<file path="src/rtl/red_light_monitor.sv">
// Red-light monitor: tracks the lamp sequence from the traffic controller,
// flags illegal sequences and triggers a camera on red-light violations.
module red_light_monitor #(
  parameter int YEL_MIN   = 2,
  parameter int GRACE     = 1,
  parameter int CAM_PULSE = 3,
  parameter int CNT_W     = 8
) (
  input  logic             clk,
  input  logic             rst_n,
  input  logic             green,
  input  logic             yellow,
  input  logic             red,
  input  logic             s,
  output logic             camera_trig,
  output logic [CNT_W-1:0] violation_cnt,
  output logic             fault,
  output logic [1:0]       phase
);

  localparam int CAM_W = $clog2(CAM_PULSE + 1);
  localparam logic [CNT_W-1:0] CNT_MAX = {CNT_W{1'b1}};

  typedef enum logic [2:0] {
    S_IDLE   = 3'd0,
    S_GREEN  = 3'd1,
    S_YELLOW = 3'd2,
    S_RED    = 3'd3,
    S_FAULT  = 3'd4
  } state_t;

  state_t             state_r, state_nxt_s;
  logic               glitch_r, glitch_nxt_s;
  logic [1:0]         phase_r, phase_nxt_s;
  logic [CNT_W-1:0]   yel_cnt_r, yel_nxt_s;
  logic [CNT_W-1:0]   red_cnt_r, red_nxt_s;
  logic [CNT_W-1:0]   vcnt_r, vcnt_nxt_s;
  logic [CAM_W-1:0]   cam_cnt_r, cam_nxt_s;
  logic               cam_trig_r;
  logic               s_q_r;

  logic [2:0] lamps_s;
  logic       one_hot_s;
  logic       any_s;
  logic       rise_s;
  logic       viol_s;

  assign lamps_s   = {green, yellow, red};
  assign one_hot_s = (lamps_s == 3'b100) || (lamps_s == 3'b010) || (lamps_s == 3'b001);
  assign any_s     = |lamps_s;
  assign rise_s    = s & ~s_q_r;
  assign viol_s    = (state_r == S_RED) && red && rise_s && (red_cnt_r >= CNT_W'(GRACE));

  // Sequence checker: phase tracking, glitch filtering and phase counters
  always_comb begin
    state_nxt_s  = state_r;
    glitch_nxt_s = 1'b0;
    phase_nxt_s  = phase_r;
    yel_nxt_s    = yel_cnt_r;
    red_nxt_s    = red_cnt_r;
    case (state_r)
      S_IDLE: begin
        if (!any_s) begin
          state_nxt_s = S_IDLE;
        end else if (one_hot_s) begin
          if (green) begin
            state_nxt_s = S_GREEN;
            phase_nxt_s = 2'd1;
          end else if (yellow) begin
            state_nxt_s = S_YELLOW;
            phase_nxt_s = 2'd2;
            yel_nxt_s   = CNT_W'(1);
          end else begin
            state_nxt_s = S_RED;
            phase_nxt_s = 2'd3;
            red_nxt_s   = '0;
          end
        end else if (glitch_r) begin
          state_nxt_s = S_FAULT;
        end else begin
          glitch_nxt_s = 1'b1;
        end
      end
      S_GREEN: begin
        if (!one_hot_s) begin
          if (glitch_r) state_nxt_s = S_FAULT;
          else          glitch_nxt_s = 1'b1;
        end else if (green) begin
          state_nxt_s = S_GREEN;
        end else if (yellow) begin
          state_nxt_s = S_YELLOW;
          phase_nxt_s = 2'd2;
          yel_nxt_s   = CNT_W'(1);
        end else begin
          state_nxt_s = S_FAULT;
        end
      end
      S_YELLOW: begin
        if (!one_hot_s) begin
          if (glitch_r) state_nxt_s = S_FAULT;
          else          glitch_nxt_s = 1'b1;
        end else if (yellow) begin
          if (yel_cnt_r != CNT_MAX) yel_nxt_s = yel_cnt_r + CNT_W'(1);
          else                      yel_nxt_s = yel_cnt_r;
        end else if (red) begin
          // A yellow phase shorter than YEL_MIN is a controller fault
          if (yel_cnt_r < CNT_W'(YEL_MIN)) begin
            state_nxt_s = S_FAULT;
          end else begin
            state_nxt_s = S_RED;
            phase_nxt_s = 2'd3;
            red_nxt_s   = '0;
          end
        end else begin
          state_nxt_s = S_FAULT;
        end
      end
      S_RED: begin
        if (!one_hot_s) begin
          if (glitch_r) state_nxt_s = S_FAULT;
          else          glitch_nxt_s = 1'b1;
        end else if (red) begin
          if (red_cnt_r != CNT_MAX) red_nxt_s = red_cnt_r + CNT_W'(1);
          else                      red_nxt_s = red_cnt_r;
        end else if (green) begin
          state_nxt_s = S_GREEN;
          phase_nxt_s = 2'd1;
        end else begin
          state_nxt_s = S_FAULT;
        end
      end
      S_FAULT: begin
        state_nxt_s = S_FAULT;
      end
      default: begin
        state_nxt_s = S_FAULT;
      end
    endcase
  end

  // Violation counter and camera pulse down-counter
  always_comb begin
    vcnt_nxt_s = vcnt_r;
    cam_nxt_s  = cam_cnt_r;
    if (viol_s && (vcnt_r != CNT_MAX)) vcnt_nxt_s = vcnt_r + CNT_W'(1);
    else                               vcnt_nxt_s = vcnt_r;
    if (state_r == S_FAULT) begin
      cam_nxt_s = '0;
    end else if (viol_s && (cam_cnt_r == '0)) begin
      cam_nxt_s = CAM_W'(CAM_PULSE);
    end else if (cam_cnt_r != '0) begin
      cam_nxt_s = cam_cnt_r - CAM_W'(1);
    end else begin
      cam_nxt_s = '0;
    end
  end

  // State and output registers with synchronous active-low reset
  always_ff @(posedge clk) begin
    if (!rst_n) begin
      state_r    <= S_IDLE;
      glitch_r   <= 1'b0;
      phase_r    <= 2'd0;
      yel_cnt_r  <= '0;
      red_cnt_r  <= '0;
      vcnt_r     <= '0;
      cam_cnt_r  <= '0;
      cam_trig_r <= 1'b0;
      s_q_r      <= 1'b0;
    end else begin
      state_r    <= state_nxt_s;
      glitch_r   <= glitch_nxt_s;
      phase_r    <= phase_nxt_s;
      yel_cnt_r  <= yel_nxt_s;
      red_cnt_r  <= red_nxt_s;
      vcnt_r     <= vcnt_nxt_s;
      cam_cnt_r  <= cam_nxt_s;
      cam_trig_r <= (cam_nxt_s != '0);
      s_q_r      <= s;
    end
  end

  assign camera_trig   = cam_trig_r;
  assign violation_cnt = vcnt_r;
  assign fault         = (state_r == S_FAULT);
  assign phase         = phase_r;

endmodule

</file>
<file path="config.mk">
export PLATFORM = sky130hd
export DESIGN_NAME = red_light_monitor
export DESIGN_NICKNAME = d
export VERILOG_FILES = /design/src/rtl/red_light_monitor.sv
export SDC_FILE = /design/constraint.sdc
export NUM_CORES = 1
export LEC_CHECK = 0
export BUFFER_PORTS_ARGS = -buffer_cell sky130_fd_sc_hd__buf_2
export CAP_MARGIN = 20
export CELL_PAD_IN_SITES_DETAIL_PLACEMENT = 1
export CELL_PAD_IN_SITES_GLOBAL_PLACEMENT = 1
export CORE_AREA = 2 2 85 71
export CTS_CLUSTER_DIAMETER = 200
export DETAILED_ROUTE_END_ITERATION = 16
export DIE_AREA = 0 0 87 73
export GPL_TIMING_DRIVEN = 0
export PLACE_DENSITY = 0.74
export SLEW_MARGIN = 15
export SYNTH_ARGS = -nofsm -noshare
export SYNTH_HDL_FRONTEND = slang
export SYNTH_SLANG_ARGS = --single-unit
</file>
<file path="constraint.sdc">
create_clock -name clk -period 1.8 [get_ports clk]
set_clock_uncertainty 0.05 [all_clocks]
set_input_delay 0.36 -clock clk [delete_from_list [all_inputs] [get_ports clk]]
set_output_delay 0.36 -clock clk [all_outputs]
set_load 0.01 [all_outputs]
</file>
# Word level (Yosys, flattened, before mapping)
# Index checks and enable logic that the tools add are counted.
dict set report op_classes {
  n_bitwise 2
  mux 58
  eq_ne 30
  n_reduce_logical 20
  magnitude_cmp 2
  addsub 4
}
# operator count
set op_table {}
lappend op_table {{$mux 8} 18}
lappend op_table {{$pmux 8 s3} 2}
lappend op_table {{$mux 3} 13}
lappend op_table {{$mux 2} 17}
lappend op_table {{$ne 2x2->1 const B} 17}
lappend op_table {{$add 8x1->8 const B} 3}
lappend op_table {{$ne 8x8->1 const B} 3}
lappend op_table {{$reduce_and 13->1} 1}
lappend op_table {{$pmux 3 s4} 1}
lappend op_table {{$reduce_and 12->1} 1}
lappend op_table {{$eq 3x2->1 const B} 3}
lappend op_table {{$ge 8x1->1 const B} 1}
lappend op_table {{$lt 8x2->1 const B} 1}
lappend op_table {{$pmux 2 s4} 1}
lappend op_table {{$eq 3x1->1 const B} 2}
lappend op_table {{$eq 3x3->1 const B} 2}
lappend op_table {{$ne 3x3->1 const B} 2}
lappend op_table {{$reduce_bool 3->1} 2}
lappend op_table {{$reduce_or 3->1} 2}
lappend op_table {{$logic_and 1x1->1} 5}
lappend op_table {{$mux 1} 5}
lappend op_table {{$reduce_and 5->1} 1}
lappend op_table {{$reduce_bool 2->1} 2}
lappend op_table {{$reduce_bool 4->1} 1}
lappend op_table {{other kinds (9)} 10}
dict set report word_totals {
  reg_bits 34
  elab_cells 125
}

# Longest topological paths before layout
# Gate-level depths: netlist of the first run.
dict set report depth {
  word_depth 8
  depth_mapped 8
  ltp_nobuf 7
}

# Worst setup path before layout of the first run
# No wires, ideal clock.
dict set report synth_path {
  path_type {flip-flop to flip-flop}
  start {reg red_cnt_r[0]}
  end {reg vcnt_r[5] (netlist: violation_cnt[5])}
  period_less_slack_ps 1816
  t_arrival_ps 1696
  setup_slack_ps -16
  required_ps 1679
  path_buffers 1
  stages_incl_launch_ff 9
  cell_sequence {dfxtp_1 inv_1 ha_1 nor4b_1 a211oi_2 o21ai_1 buf_2 or3_1 a21oi_1}
}
dict set report synth_between {
  elab_chain_cells 3
}
# element line_no
set synth_lines {}
lappend synth_lines {{start, declared} 36} ;# logic [CNT_W-1:0] red_cnt_r, red_nxt_s;
lappend synth_lines {{start signal, assigned} 175} ;# red_cnt_r <= red_nxt_s;
lappend synth_lines {{$ge 8x1->1} 52} ;# assign viol_s = (state_r == S_RED) && red && rise_s && (red_cnt_r >= CNT_W'(GRACE));
lappend synth_lines {{$logic_and 1x1->1} 52}
lappend synth_lines {{$logic_and 1x1->1} 145} ;# if (viol_s && (vcnt_r != CNT_MAX)) vcnt_nxt_s = vcnt_r + CNT_W'(1);
lappend synth_lines {{end signal, assigned} 176} ;# vcnt_r <= vcnt_nxt_s;
lappend synth_lines {{end, declared} 37} ;# logic [CNT_W-1:0] vcnt_r, vcnt_nxt_s;
# No other way between the ends.
# A chain may end at the register's enable or synchronous reset.

# Final worst setup path of the first run
dict set report layout_path {
  start {reg yel_cnt_r[5]}
  end {reg phase_r[1] (netlist: phase[1])}
}
dict set report layout_between {
  elab_chain_cells 3
}
# element line_no
set layout_lines {}
lappend layout_lines {{start, declared} 35} ;# logic [CNT_W-1:0] yel_cnt_r, yel_nxt_s;
lappend layout_lines {{start signal, assigned} 174} ;# yel_cnt_r <= yel_nxt_s;
lappend layout_lines {{$lt 8x2->1} 107} ;# if (yel_cnt_r < CNT_W'(YEL_MIN)) begin
lappend layout_lines {{$ne 2x2->1 (no line)} -}
lappend layout_lines {{$reduce_and 13->1 (no line)} -}
lappend layout_lines {{end signal, assigned} 173} ;# phase_r <= phase_nxt_s;
lappend layout_lines {{end, declared} 34} ;# logic [1:0] phase_r, phase_nxt_s;
# No other way between the ends.

==> impl_metrics.json, run 1 <==
{
  "post_dp_cell_area_mm2": 0.00230,
  "rows": 25,
  "gr-usage-all-layers_pct": 22.1,
  "die_h_um": 73,
  "rr_worst_depth": 6,
  "worst_r2r_endpoint": "phase[1]",
  "overflow": 0,
  "yosysWarnings": 0,
  "syn2layout_area_growth_pct": 33.5,
  "drive_above_1_share_pct": 33.4,
  "p_int_w": 0.00151,
  "die_width_um": 87,
  "synth_common_cells": "34 x dfxtp_1, 28 x nand2_1, 22 x a21oi_1",
  "relSlewSlack_pct": 63.5,
  "r2r-start": "yel_cnt_r[5]",
  "min_delay_path_depth": 2,
  "cp_num_cells": 6,
  "synth.ff_latch_count": 34,
  "clock_latency_ns": 0.30,
  "synth_ff_type": "dfxtp_1",
  "period_needed_ns": 1.93,
  "fin_nets": 321,
  "violations": "negative setup slack",
  "rsz0062_at_grt": "true",
  "die_area_mm2": 0.00635,
  "io_pins": 18,
  "holdCritPathClass": "input port to register",
  "hold_viol": 0,
  "worst-endpoint-required_ns": 1.98,
  "crit_end": "phase[1]",
  "synthArstFlopShare_pct": 0,
  "clkPwrFrac_pct": 41.0,
  "cpPeakStageDelay_ns": 0.54,
  "clock_sinks": 34,
  "synth_most_common_cell": "dfxtp_1",
  "fin_setup_tns_ns": -1.02,
  "vias_per_cell": 5.83,
  "ant_nets": 0,
  "status": "finished, violations left",
  "crit_chain": "or4_4, nor4_4, buf_4, a21oi_2, o221ai_2, mux2i_1",
  "cp_top_family": "simple AND/OR/NAND/NOR gates",
  "stdcell_count": 378,
  "synth.net_count": 281,
  "wire_per_inst_um": 18.3,
  "power_frac_seq_pct": 36.6,
  "portBuffers": 15,
  "end_kind": "register",
  "powerDensity_mw_per_mm2": 755,
  "syn_area_mm2": 0.00214,
  "dp_hpwl_um": 4230,
  "startpoint": "yel_cnt_r[5]",
  "gp_congestion": 0.863,
  "core_area_mm2": 0.00560,
  "finalSetupViolations": 13,
  "antenna_cells": 0,
  "finish.instance_area_mm2": 0.00285,
  "cts_max_level": 2,
  "layout.core_utilization_pct": 50.9,
  "switchingPower_w": 0.000640,
  "path_max_fanout": 3,
  "synth_top_area_share_pct": 31.9,
  "slowest_stage": "or4_4",
  "synth_seq_area_share_pct": 31.9,
  "start_kind": "register",
  "layout_setup_ws_ns": -0.125,
  "cap_viol_max_count": 0,
  "start_util_pct": 38.1,
  "cts_max_path_buffers": 2,
  "fmax_mhz": 519,
  "total_power_w": 0.00215,
  "synth_area_per_cell_um2": 7.91,
  "grt_pass1_vias": 2138,
  "netlist.top_cell.by_area": "dfxtp_1",
  "path_class": "register to register",
  "drc": 0,
  "p_leak_nw": 1.05,
  "r2r_slack_ns": -0.13,
  "p_comb_share_pct": 22.4,
  "synth.distinct_cells": 53,
  "first_pass_iters": 4,
  "worst_setup_hold_path_clk_slew_ns": 0.08,
  "synthCells": 270,
  "worstPathArrival_ns": 2.11,
  "cts_buffers": 5,
  "dp_cells": 352,
  "path_buf_inv": 1,
  "grt_pass1_wl_um": 10900,
  "worst_pin_slew_ns": 0.548,
  "synthTopCellsByArea": "dfxtp_1 32%, a21oi_1 5.2%, nand2_1 4.9%",
  "final_max_slew_viol_count": 0,
  "cts_hold_buf": 0,
  "peakVddDrop_mv": 0.380,
  "via_count": 2204,
  "antenna_found_initial": 0,
  "first_iter_violations": 83,
  "cts_tree": "built",
  "synth_edf_count": 0,
  "grt_max_degree": 13,
  "wirelength_um": 6910,
  "clockRootBuffer": "clkbuf_8",
  "sw_frac_of_total_pct": 29.7,
  "fin_crit_sh_pct": 107
}
-- per-stage QoR --
step	setup slack, ns	hold WS (ns)
floorplan	0.00733	0.374
global placement	-0.431	0.381
detailed placement	-0.430	0.397
CTS	-0.0696	0.226
global route	-0.185	0.264
finish	-0.125	0.235
-- kinds of logic (layout without fill, tap and decap cells) --
logic type | after synthesis | in the layout | share of synthesized area (%)
AO/OA/AOI/OAI | 74 | 74 | 24.4
XOR/XNOR | 9 | 9 | 3.69
adder cells (fa/ha/maj) | 5 | 5 | 2.93
AND/OR/NAND/NOR | 112 | 113 | 28.8
flip-flops | 34 | 34 | 31.9
buffers and inverters | 32 | 72 | 6.44
multiplexers | 4 | 4 | 1.87
-- how the worst min path moves through the flow --
stage	start	to	slack (ns)
after floorplan	cam_cnt_r[0]	cam_cnt_r[0]	0.37
after global placement	phase[0]	phase[0]	0.38
after detailed placement	cam_cnt_r[0]	cam_cnt_r[0]	0.40
after CTS	s	s_q_r	0.23
after global routing	s	s_q_r	0.26
final	s	s_q_r	0.23
-- area by class of cell --
cell class / instances / area [um^2]
timing repair buffer: 34 / 231
fill: 665 / 2750
multi-input combinational: 205 / 1550
clock inverter: 3 / 68.8
clock buffer: 5 / 68.8
tap: 67 / 83.8
inverter: 13 / 48.8
buffer: 17 / 105
sequential: 34 / 694
-- cells in the final DEF (no fill, tap or decap), types with 5 or more instances in the layout --
| cell | n |
|---|---|
| a31o_1 | 5 |
| nand2b_1 | 5 |
| nor3_1 | 6 |
| a41oi_2 | 5 |
| nand2_1 | 28 |
| clkbuf_1 | 7 |
| clkbuf_8 | 5 |
| inv_1 | 11 |
| buf_2 | 19 |
| buf_6 | 8 |
| o21ai_0 | 10 |
| dfxtp_2 | 5 |
| nand3_1 | 13 |
| xnor2_1 | 6 |
| a21oi_1 | 20 |
| dfxtp_1 | 27 |
| buf_4 | 16 |
| nor2_1 | 20 |
-- what timing repair did --
action,in CTS,in global routing
buffers inserted,12,4
gates cloned,2,2
pin swaps,12,16
setup endpoints to repair,29,30
gates resized for setup,36,32
-- state kept, by name, indices dropped and copies added (netlist names) --
register / count
camera_trig: 1
s_q_r: 1
red_cnt_r: 8
glitch_r: 1
yel_cnt_r: 8
state_r: 3
violation_cnt: 8
phase: 2
cam_cnt_r: 2
-- layer usage --
metal / global-route usage, % / part of all wire, % / up-vias
li1: - / - / 1053
met1: 29.0 / 49 / 1100
met2: 37.6 / 47 / 41
met3: 4.19 / 2.8 / 10
met4: 5.21 / 1.3 / 0
met5: 0 / 0 / -
-- power groups by stage --
stage	logic, W	clock network, W	registers, W
floorplan	0.000242	0	0.000805
global placement	0.000339	0	0.000804
detailed placement	0.000345	0	0.000805
CTS	0.000420	0.000896	0.000784
global route	0.000520	0.000930	0.000791
finish	0.000481	0.000883	0.000789
Power figures use the tool's default switching activity.
==> run 2, diff against run 1 <==
BUFFER_PORTS_ARGS = -buffer_cell sky130_fd_sc_hd__buf_4   (was -buffer_cell sky130_fd_sc_hd__buf_2)
RECOVER_POWER = 25   (was not set)
==> run 2 against run 1 <==
Against the previous run:
- the flow still finishes with violations (negative setup slack)
- sequential power up 1%
- total power down 13%
- flip-flop and latch count is the same
- critical path depth unchanged
- utilization grew 0.80 points
- clock power shrank 29%
- final cell count is 0.53% higher
- fmax grew 0.99%
- first-iteration DRC count down 3.6%
- die area unchanged
- critical path type unchanged
==> impl_metrics.json, run 2 (synthesis gave the netlist of run 1 again) <==
{
  "gr-usage-all-layers_pct": 21.6,
  "sw_frac_of_total_pct": 32.9,
  "hold_ws_ns": 0.232,
  "p_int_w": 0.00126,
  "cts_buffers": 5,
  "final_cell_mix": "30 x buf_4, 28 x nand2_1, 28 x dfxtp_1",
  "p_leak_nw": 1.05,
  "gp_congestion": 0.833,
  "ant_nets": 0,
  "layout.core_utilization_pct": 51.7,
  "nFillCells": 680,
  "violations": "negative setup slack",
  "dp_hpwl_um": 4260,
  "syn2layout_area_growth_pct": 35.6,
  "status": "finished, violations left",
  "layout_setup_ws_ns": -0.107,
  "path_common_cell": "a21oi_1",
  "cts_max_level": 2,
  "power_frac_seq_pct": 42.6,
  "worst-endpoint-required_ns": 1.93,
  "fmax_mhz": 525,
  "cts_tree": "built",
  "rsz0062_at_grt": "true",
  "powerDensity_mw_per_mm2": 646,
  "rr_worst_depth": 6,
  "start_kind": "register",
  "peakVddDrop_mv": 0.387,
  "first_iter_violations": 80,
  "grt_pass1_wl_um": 10800,
  "drive_above_1_share_pct": 34.5,
  "portBuffers": 15,
  "die_area_mm2": 0.00635,
  "dp_slack_ns": -0.452,
  "start_util_pct": 38.1,
  "final_common_cell": "buf_4",
  "cpPeakStageDelay_ns": 0.55,
  "path_max_fanout": 3,
  "crit_chain": "or4_4, nor4_4, a21oi_1, o221ai_2, buf_4, a21oi_1",
  "wirelength_um": 6690,
  "die_h_um": 73,
  "cts_max_path_buffers": 2,
  "clock_sinks": 34,
  "wire_per_inst_um": 17.6,
  "worstPathArrival_ns": 2.03,
  "worst_pin_slew_ns": 0.607,
  "io_pins": 18,
  "grt_pass1_vias": 2142,
  "vias_per_cell": 5.80,
  "hold_viol": 0,
  "worst_r2r_endpoint": "phase[0]",
  "hp-start": "s",
  "overflow": 0,
  "rows": 25,
  "period_needed_ns": 1.91,
  "via_count": 2203,
  "drc": 0,
  "r2r-start": "yel_cnt_r[7]",
  "clockRootBuffer": "clkbuf_8",
  "fin_crit_sh_pct": 106,
  "hold_end": "s_q_r",
  "fin_nets": 323,
  "slowest_stage": "or4_4",
  "startpoint": "yel_cnt_r[7]",
  "clkPwrFrac_pct": 33.5,
  "cap_viol_max_count": 0,
  "antenna_found_initial": 0,
  "worst_setup_hold_path_clk_slew_ns": 0.08,
  "antenna_cells": 0,
  "clock_latency_ns": 0.29,
  "min_delay_path_depth": 2,
  "p_comb_share_pct": 23.9,
  "finalSetupViolations": 14,
  "end_kind": "register",
  "path_class": "register to register",
  "grt_max_degree": 12,
  "first_pass_iters": 4,
  "final_max_slew_viol_count": 0,
  "holdCritPathClass": "input port to register",
  "switchingPower_w": 0.000615,
  "r2r_slack_ns": -0.11,
  "core_area_mm2": 0.00560,
  "die_width_um": 87,
  "relSlewSlack_pct": 59.5
}
==> run 2: cell types whose count changed in the layout (fill, tap and decap cells not counted), sizes merged <==
cell      delta
buf          -1
bufinv       -2
clkbuf       +5
clkinvlp     +1
or4          -1
==> run 2: per-layer routing <==
| metal | vias to the layer above | share of wire [%] | track usage, % |
|---|---|---|---|
| met1 | 1093 | 46 | 29.0 |
| met3 | 11 | 3.3 | 4.41 |
| li1 | 1060 | - | - |
| met5 | - | 0 | 0 |
| met4 | 0 | 2.0 | 6.25 |
| met2 | 39 | 48 | 35.2 |
==> run 2: worst max-delay path by stage <==
stage / end / cells after the start
2_1_floorplan: state_r[0] / 5
3_3_place_gp: red_cnt_r[5] / 8
3_5_place_dp: red_cnt_r[7] / 8
4_1_cts: violation_cnt[1] / 9
5_1_grt: phase[0] / 6
6_report: phase[0] / 6
==> run 2: cell type report <==
class | instances | area [um^2] | area share (%)
flip-flops and latches | 34 | 698 | 24.1
plain buffers | 16 | 93.8 | 3.24
clock inverters | 2 | 12.5 | 0.432
inverters | 13 | 53.8 | 1.86
well taps | 67 | 83.8 | 2.89
multi-input cells | 204 | 1570 | 54.0
repair buffers | 38 | 307 | 10.6
clock buffers | 6 | 82.6 | 2.85
==> run 2: stage by stage <==
stage                     cells  setup TNS [ns]  power [W]  area, um^2
after detailed placement    352           -7.14    0.00116        2330
after global placement      352           -6.47    0.00115        2330
after floorplan             270               0    0.00105        2140
after CTS                   374          -0.445    0.00184        2740
after global routing        380           -1.83    0.00196        2900
final                       380          -0.660    0.00187        2900
==> run 2: what timing repair did <==
action                                  in CTS  in global routing
endpoints found under the setup margin      31                 29
setup buffers                               14                  7
hold buffers                                 0                  0
gates cloned                                 2                  0
gates resized for setup                     48                 24
pin swaps                                   13                 16
==> run 2: critical path, delay by kind of cell (launching register included) <==
family	cells	cell delay, ns
and+or+nand+nor	2	0.81
AOI/OAI and AO/OA	3	0.44
DFF	1	0.33
buffers and inverters	1	0.16
==> run 2: power groups by stage <==
stage | sequential [W] | clock, W | combinational [W]
2_1_floorplan | 0.000805 | 0 | 0.000242
3_3_place_gp | 0.000804 | 0 | 0.000348
3_5_place_dp | 0.000806 | 0 | 0.000355
4_1_cts | 0.000797 | 0.000628 | 0.000418
5_1_grt | 0.000801 | 0.000683 | 0.000481
6_report | 0.000798 | 0.000626 | 0.000448
